[src/rtl/uart_pkg.sv]
`default_nettype none
// ============================================================================
//  Module   : uart_pkg
//  Purpose  : Shared UART definitions: FSM state encoding, parity-mode codes,
//             per-frame configuration record and baud divisor helper.
//  Revision : 1.0  initial release
// ============================================================================
package uart_pkg;

    // Frame FSM states (kept as plain constants so legacy code can compare them)
    localparam logic [2:0] IDLE   = 3'd0;
    localparam logic [2:0] START  = 3'd1;
    localparam logic [2:0] DATA   = 3'd2;
    localparam logic [2:0] PARITY = 3'd3;
    localparam logic [2:0] STOP   = 3'd4;

    // Parity-mode codes; 2'b11 is treated like PAR_NONE
    localparam logic [1:0] PAR_NONE = 2'b00;
    localparam logic [1:0] PAR_EVEN = 2'b01;
    localparam logic [1:0] PAR_ODD  = 2'b10;

    // Frame options captured together with a word
    typedef struct packed {
        logic [1:0] parity_mode;
        logic       two_stop;
    } frame_cfg_t;

    // Clock cycles per bit (integer division, caller guarantees result >= 4)
    function automatic int uart_div(input int f_osc, input int baud_rate);
        return f_osc / baud_rate;
    endfunction

endpackage
`default_nettype wire

[src/rtl/uart_tx_ext_if.sv]
`default_nettype none
// ============================================================================
//  Module   : uart_tx_ext_if
//  Purpose  : Producer-side bundle of the UART transmitter: valid/ready word
//             handshake, frame options and the line/status outputs.
//  Revision : 1.0  initial release
// ============================================================================
interface uart_tx_ext_if #(
    parameter int DATA_BITS = 8
);
    logic [DATA_BITS-1:0] tx_data;
    logic                 tx_valid;
    logic                 tx_ready;
    logic [1:0]           parity_mode;
    logic                 two_stop;
    logic                 busy;
    logic                 txd;

    // Producer side
    modport master (
        output tx_data, tx_valid, parity_mode, two_stop,
        input  tx_ready, busy, txd
    );

    // Transmitter side
    modport slave (
        input  tx_data, tx_valid, parity_mode, two_stop,
        output tx_ready, busy, txd
    );
endinterface
`default_nettype wire

[src/rtl/uart_baud_gen.sv]
`default_nettype none
// ============================================================================
//  Module   : uart_baud_gen
//  Purpose  : Bit-period down-counter. Counts DIV-1 .. 0 while enabled and
//             flags a tick on 0; restart reloads so a new bit gets full DIV.
//  Revision : 1.0  initial release
// ============================================================================
module uart_baud_gen #(
    parameter int DIV = 12
) (
    input  logic clk,
    input  logic reset,
    input  logic restart,
    input  logic en,
    output logic tick
);
    localparam int            CW     = $clog2(DIV);
    localparam logic [CW-1:0] RELOAD = CW'(DIV - 1);

    logic [CW-1:0] r_cnt;

    // Down-counter with synchronous restart and wrap back to DIV-1 on tick
    always_ff @(posedge clk or posedge reset) begin
        if (reset) begin
            r_cnt <= '0;
        end else if (restart) begin
            r_cnt <= RELOAD;
        end else if (en) begin
            if (r_cnt == '0) begin
                r_cnt <= RELOAD;
            end else begin
                r_cnt <= r_cnt - CW'(1);
            end
        end
    end

    assign tick = en && (r_cnt == '0);

endmodule
`default_nettype wire

[src/rtl/uart_tx_ext.sv]
`default_nettype none
// ============================================================================
//  Module   : uart_tx_ext
//  Purpose  : UART transmitter with one-entry holding register, optional
//             even/odd parity and one or two stop bits. A pending word is
//             loaded straight out of the last stop bit, giving gap-free
//             back-to-back frames.
//  Revision : 1.0  initial release
// ============================================================================
module uart_tx_ext
    import uart_pkg::*;
#(
    parameter int F_OSC     = 12_000_000,
    parameter int BAUD_RATE = 115200,
    parameter int DATA_BITS = 8
) (
    input  logic        clk,
    input  logic        reset,
    uart_tx_ext_if.slave bus
);
    localparam int            DIV      = uart_div(F_OSC, BAUD_RATE);
    localparam int            BW       = $clog2(DATA_BITS);
    localparam logic [BW-1:0] LAST_BIT = BW'(DATA_BITS - 1);

    // Holding register
    logic                 r_hold_full;
    logic [DATA_BITS-1:0] r_hold_data;
    frame_cfg_t           r_hold_cfg;

    // Frame in flight
    logic [2:0]           r_state;
    logic [DATA_BITS-1:0] r_shift;
    logic [BW-1:0]        r_bit_cnt;
    logic                 r_par_en;
    logic                 r_par_bit;
    logic                 r_two_stop;
    logic                 r_stop_second;

    logic w_tick;
    logic w_transfer;
    logic w_stop_done;
    logic w_load;
    logic w_txd;

    assign w_transfer  = bus.tx_valid && !r_hold_full;
    assign w_stop_done = (r_state == STOP) && w_tick && (!r_two_stop || r_stop_second);
    // A pending word starts from IDLE or directly at the end of the stop period
    assign w_load      = r_hold_full && ((r_state == IDLE) || w_stop_done);

    uart_baud_gen #(
        .DIV (DIV)
    ) u_baud (
        .clk     (clk),
        .reset   (reset),
        .restart (w_load),
        .en      (r_state != IDLE),
        .tick    (w_tick)
    );

    // Holding register: filled on handshake, drained when a frame is loaded
    always_ff @(posedge clk or posedge reset) begin
        if (reset) begin
            r_hold_full <= 1'b0;
            r_hold_data <= '0;
            r_hold_cfg  <= '0;
        end else if (w_transfer) begin
            r_hold_full          <= 1'b1;
            r_hold_data          <= bus.tx_data;
            r_hold_cfg.parity_mode <= bus.parity_mode;
            r_hold_cfg.two_stop    <= bus.two_stop;
        end else if (w_load) begin
            r_hold_full <= 1'b0;
        end
    end

    // Frame sequencer: loads a frame, then advances one bit per baud tick
    always_ff @(posedge clk or posedge reset) begin
        if (reset) begin
            r_state       <= IDLE;
            r_shift       <= '0;
            r_bit_cnt     <= '0;
            r_par_en      <= 1'b0;
            r_par_bit     <= 1'b0;
            r_two_stop    <= 1'b0;
            r_stop_second <= 1'b0;
        end else if (w_load) begin
            r_state       <= START;
            r_shift       <= r_hold_data;
            r_bit_cnt     <= '0;
            r_par_en      <= (r_hold_cfg.parity_mode == PAR_EVEN) ||
                             (r_hold_cfg.parity_mode == PAR_ODD);
            r_par_bit     <= (r_hold_cfg.parity_mode == PAR_ODD) ? ~^r_hold_data
                                                                 :  ^r_hold_data;
            r_two_stop    <= r_hold_cfg.two_stop;
            r_stop_second <= 1'b0;
        end else if (w_tick) begin
            case (r_state)
                START: begin
                    r_state <= DATA;
                end
                DATA: begin
                    if (r_bit_cnt == LAST_BIT) begin
                        r_state <= r_par_en ? PARITY : STOP;
                    end else begin
                        r_shift   <= r_shift >> 1;
                        r_bit_cnt <= r_bit_cnt + BW'(1);
                    end
                end
                PARITY: begin
                    r_state <= STOP;
                end
                STOP: begin
                    if (r_two_stop && !r_stop_second) begin
                        r_stop_second <= 1'b1;
                    end else begin
                        r_state <= IDLE;
                    end
                end
                default: begin
                    r_state <= IDLE;
                end
            endcase
        end
    end

    // Line level from the current state; idle and stop bits are high
    always_comb begin
        w_txd = 1'b1;
        case (r_state)
            START:   w_txd = 1'b0;
            DATA:    w_txd = r_shift[0];
            PARITY:  w_txd = r_par_bit;
            default: w_txd = 1'b1;
        endcase
    end

    assign bus.txd      = w_txd;
    assign bus.busy     = (r_state != IDLE);
    assign bus.tx_ready = !r_hold_full;

endmodule
`default_nettype wire

[src/flat_wrapper.sv]
// flat-port wrapper written by rule: the top's interface ports become plain ports
module uart_tx_ext_flat import uart_pkg::*;
#(
    parameter int F_OSC     = 12_000_000,
    parameter int BAUD_RATE = 115200,
    parameter int DATA_BITS = 8
)
  (clk, reset, bus_tx_data, bus_tx_valid, bus_parity_mode, bus_two_stop, bus_tx_ready, bus_busy, bus_txd);
  uart_tx_ext_if #(.DATA_BITS(DATA_BITS)) bus_i ();
  input  logic clk;
  input  logic reset;
  input wire logic [$bits(bus_i.tx_data)-1:0] bus_tx_data;
  input wire logic [$bits(bus_i.tx_valid)-1:0] bus_tx_valid;
  input wire logic [$bits(bus_i.parity_mode)-1:0] bus_parity_mode;
  input wire logic [$bits(bus_i.two_stop)-1:0] bus_two_stop;
  output wire logic [$bits(bus_i.tx_ready)-1:0] bus_tx_ready;
  output wire logic [$bits(bus_i.busy)-1:0] bus_busy;
  output wire logic [$bits(bus_i.txd)-1:0] bus_txd;
  assign bus_i.tx_data = bus_tx_data;
  assign bus_i.tx_valid = bus_tx_valid;
  assign bus_i.parity_mode = bus_parity_mode;
  assign bus_i.two_stop = bus_two_stop;
  assign bus_tx_ready = bus_i.tx_ready;
  assign bus_busy = bus_i.busy;
  assign bus_txd = bus_i.txd;
  uart_tx_ext #(.F_OSC(F_OSC), .BAUD_RATE(BAUD_RATE), .DATA_BITS(DATA_BITS)) u_core (.clk(clk), .reset(reset), .bus(bus_i));
endmodule
[config.mk]
export PLATFORM = sky130hd
export DESIGN_NAME = uart_tx_ext_flat
export DESIGN_NICKNAME = d
export VERILOG_FILES = /design/src/rtl/uart_pkg.sv /design/src/rtl/uart_tx_ext_if.sv /design/src/rtl/uart_baud_gen.sv /design/src/rtl/uart_tx_ext.sv /design/src/flat_wrapper.sv
export SDC_FILE = /design/constraint.sdc
export NUM_CORES = 1
export LEC_CHECK = 0
export CAP_MARGIN = 20
export CORE_MARGIN = 2
export CORE_UTILIZATION = 55
export CTS_CLUSTER_DIAMETER = 60
export DETAILED_ROUTE_END_ITERATION = 8
export HOLD_SLACK_MARGIN = 0.05
export PLACE_DENSITY = 0.74
export SLEW_MARGIN = 20
export SYNTH_ARGS = -nofsm -noshare
export SYNTH_HDL_FRONTEND = slang
export SYNTH_SLANG_ARGS = --single-unit
[constraint.sdc]
create_clock -name clk -period 4.7 [get_ports clk]
set_input_delay 0.94 -clock clk [delete_from_list [all_inputs] [get_ports clk]]
set_output_delay 0.94 -clock clk [all_outputs]
set_load 0.02 [all_outputs]
==> out/summary.log <==
qor: outcome.outcome finished clean
qor: critical_path.capture_point_of_the_worst_reg_to_reg_path u_core.r_bit_cnt[0]
qor: synth.post_synth_inst_count 170
qor: synth.yosys_register_bits 37
qor: synth.muxShareOfSynthArea 10.5%
qor: power.total_leakage_power 0.920 nW
qor: drt.routed-via-count 1280
qor: floorplan.fp-row-count 21
qor: floorplan.top_level_ports 17
qor: floorplan.die_x 61.9 um
qor: grt.grt_start_max_net_pins 31
qor: drt.detailedRoute.firstIterationViolations 128
qor: synth.netlist.top_cell.by_area sky130_fd_sc_hd__dfrtp_1
qor: synth.synth_top_family_by_area compound AO/OA/AOI/OAI gates
qor: critical_path.setup.worst_path.class flop to primary output
qor: grt.wire_length_of_the_first_global_routing_pass 5400 um
qor: synth.synth_xor_area_share 5.70%
qor: clocking.clock_latency_on_the_worst_skew_pair 0.34 ns
qor: clocking.cts_inserted_buffers 5
qor: floorplan.floorplan.initialDensity 56.1%
qor: synth.synth-compound-area-share 14.0%
qor: critical_path.r2r_slack 2.31 ns
qor: critical_path.worstRegToRegCells 4
qor: synth.netlist.area_leader.share 50.2%
qor: timing.post_layout_minimum_cycle_time 3.01 ns
qor: timing.rsz0062_at_grt no
qor: placed_design.io_buffer_count 16
qor: drt.detail_route.wl_per_cell 13.4 um
qor: layout.mostFrequentLayoutCells sky130_fd_sc_hd__dfrtp_1, sky130_fd_sc_hd__nand2_1, sky130_fd_sc_hd__clkdlybuf4s50_1
qor: worst_hold_path.hold_path_startpoint u_core.r_hold_cfg[0]
qor: clocking.root_buffer sky130_fd_sc_hd__clkbuf_4
qor: layout.drive_gt1_share 13.4%
qor: synth.synth_area_per_cell 10.8 um^2
qor: synth.synth_adder_area_share 2.72%
qor: worst_hold_path.whs_path_depth 2
qor: layout.core_occupancy_in_the_finished_layout 63.7%
qor: synth.synth-seq-area-share 50.2%
qor: critical_path.setup.worst_path.end_class primary output
qor: layout.layout.cells.most_common sky130_fd_sc_hd__dfrtp_1
qor: clocking.clock_sinks 37
qor: critical_path.crit_path_max_fanout 10
qor: layout.nets 204
qor: power.share_of_power_burned_in_the_clock_network 15.5%
qor: critical_path.r2r_start u_core.u_baud.r_cnt[2]
qor: power.p_int 0.916 mW
qor: critical_path.worstPathRequired 3.76 ns
qor: grt.grt_antenna_before_repair 0
qor: floorplan.die_height 61.9 um
qor: grt.grt_use_total 20.0%
qor: power.seq_power_share 38.0%
qor: worst_hold_path.hold_path.class flop to flop
qor: placed_design.hpwlAfterDp 2330 um
qor: critical_path.cp.arrival 2.07 ns
qor: timing.hold_violations 0
qor: floorplan.floorplan.core_area 3280 um^2
qor: drt.detail_route.wirelength 3120 um
qor: floorplan.floorplan.die_area 3830 um^2
qor: layout.finalInstanceArea 2090 um^2
qor: clocking.clk_pin_slew 0.11 ns
qor: power.comb_power_share 46.5%
qor: synth.syn_nets 188
qor: timing.worstMarginPinSlew 0.941 ns
qor: layout.n_antenna_cell 0
qor: drt.drc 0
qor: synth.biggest_area_contributors_in_the_synthesized_netlist sky130_fd_sc_hd__dfrtp_1, sky130_fd_sc_hd__mux2_2, sky130_fd_sc_hd__xnor2_1
qor: worst_hold_path.whs_endpoint u_core.r_two_stop
qor: timing.finClkSkew 0.0139 ns
qor: drt.drt.antenna.violating_nets 0
qor: timing.setup_viol 0
qor: power.power_switching 0.574 mW
qor: power.power.switching_fraction 38.5%
qor: layout.flow.area_growth_from_synthesis 13.6%
qor: synth.synth_simple_gate_area_share 11.3%
qor: synth.synth.yosys.warnings 0
qor: synth.syn_area 1840 um^2
qor: grt.vias_in_the_first_global_route 1227
qor: power.p_per_area 712 nW/um^2
qor: drt.routed_via_density 5.49
qor: clocking.clock_tree.htree_level_count 2
qor: run.max_cap_violations 0
qor: timing.slew_headroom 37.1%
qor: placed_design.routabilityCongestion 0.804
qor: timing.timing.final.max_slew_violations 0
qor: timing.maxClockFrequency 0.332 GHz
qor: clocking.hold_buffers 0
qor: timing.timing.setup.tns 0 ns
qor: critical_path.critPathLaunchType flop
qor: clocking.cts_tree done
qor: clocking.cts_repair_resize_count 0
qor: timing.timing.final.crit_share 64.1%
qor: drt.drtPass1Iterations 4
qor: placed_design.place_area 2010 um^2
qor: clocking.clock_path_buffers 2
qor: synth.netlist_cell_types 36
qor: grt.gr-total-overflow 0
qor: clocking.post-cts-setup-buffers 0
qor: power.max-vdd-ir-drop 0.000301 V
-- worst max-delay path by stage --
stage	to	cells past startpoint	slack (ns)	from
after global placement	u_core.r_hold_data[7]	3	2.04	bus_tx_valid
final	bus_busy	3	1.69	u_core.r_state[2]
after CTS	bus_busy	3	1.68	u_core.r_state[2]
after detailed placement	u_core.r_hold_data[1]	3	1.98	bus_tx_valid
after global routing	bus_busy	3	1.56	u_core.r_state[2]
after floorplan	bus_busy	3	2.66	u_core.r_state[2]
-- per-layer routing --
layer,share of wire (%),global-route usage (%),vias to the layer above
met5,0,0,-
met4,1.2,7.29,0
met3,3.1,6.83,6
met2,51,33.7,30
met1,44,23.9,623
li1,-,-,621
-- sequential cells by signal, indices dropped and copies added (netlist names) --
| name | cells |
|---|---|
| u_core.r_hold_data | 8 |
| u_core.r_shift | 8 |
| u_core.u_baud.r_cnt | 7 |
| u_core.r_bit_cnt | 3 |
| u_core.r_hold_cfg | 3 |
| u_core.r_state | 3 |
| u_core.r_hold_full | 1 |
| u_core.r_par_bit | 1 |
| u_core.r_par_en | 1 |
| u_core.r_stop_second | 1 |
| u_core.r_two_stop | 1 |
-- cells in the mapped netlist, drive strengths merged --
| cell | number |
|---|---|
| dfrtp | 37 |
| nand2 | 18 |
| o21ai | 13 |
| nor2 | 12 |
| inv | 11 |
| mux2 | 11 |
| xnor2 | 10 |
| mux2i | 7 |
| a21oi | 5 |
| a22o | 5 |
| buf | 4 |
| clkbuf | 4 |
| ha | 4 |
| a31oi | 3 |
| nand2b | 3 |
| or3 | 3 |
| nor3 | 2 |
| nor4 | 2 |
| o21a | 2 |
| o41ai | 2 |
| xor2 | 2 |
| a21boi | 1 |
| a21o | 1 |
| a311o | 1 |
| and2 | 1 |
| and3 | 1 |
| nand3 | 1 |
| nor2b | 1 |
| o211ai | 1 |
| o311a | 1 |
| o31ai | 1 |
-- metrics by stage --
step | std cells | power, mW | setup WS, ns | hold WS (ns)
final | 233 | 1.49 | 1.69 | 0.463
after CTS | 233 | 1.51 | 1.68 | 0.467
after floorplan | 170 | 1.14 | 2.66 | 0.435
after global routing | 233 | 1.62 | 1.56 | 0.487
after detailed placement | 225 | 1.28 | 1.98 | 0.460
after global placement | 225 | 1.24 | 2.04 | 0.452
-- power by group through the flow --
stage	clock network (mW)	logic, mW	registers, mW
2_1_floorplan	0	0.619	0.525
4_1_cts	0.236	0.706	0.565
6_report	0.231	0.694	0.566
3_5_place_dp	0	0.703	0.572
3_3_place_gp	0	0.677	0.565
5_1_grt	0.250	0.782	0.586
-- logic make-up (layout without fill, tap and decap cells) --
group | count (synthesis) | in the layout
flip-flops | 37 | 37
AO/OA/AOI/OAI | 36 | 36
AND/OR/NAND/NOR | 44 | 44
XOR/XNOR | 12 | 12
adder cells (fa/ha/maj) | 4 | 4
multiplexers | 18 | 18
buffers and inverters | 19 | 36
-- layout make-up --
cell class | instances | area [um^2]
repair buffers | 17 | 168
clock inverters | 1 | 30.0
clock buffers | 7 | 55.1
multi-input cells | 114 | 816
fillers | 255 | 1190
flip-flops and latches | 37 | 926
well taps | 46 | 57.6
inverters | 11 | 41.3
-- worst max-delay path, stage by stage, from the launching register on --
cell and delay [ns]:
sky130_fd_sc_hd__dfrtp_1 0.52, sky130_fd_sc_hd__nor3_1 0.45, sky130_fd_sc_hd__inv_1 0.19, sky130_fd_sc_hd__clkdlybuf4s50_1 0.57
Power figures use the tool's default switching activity.
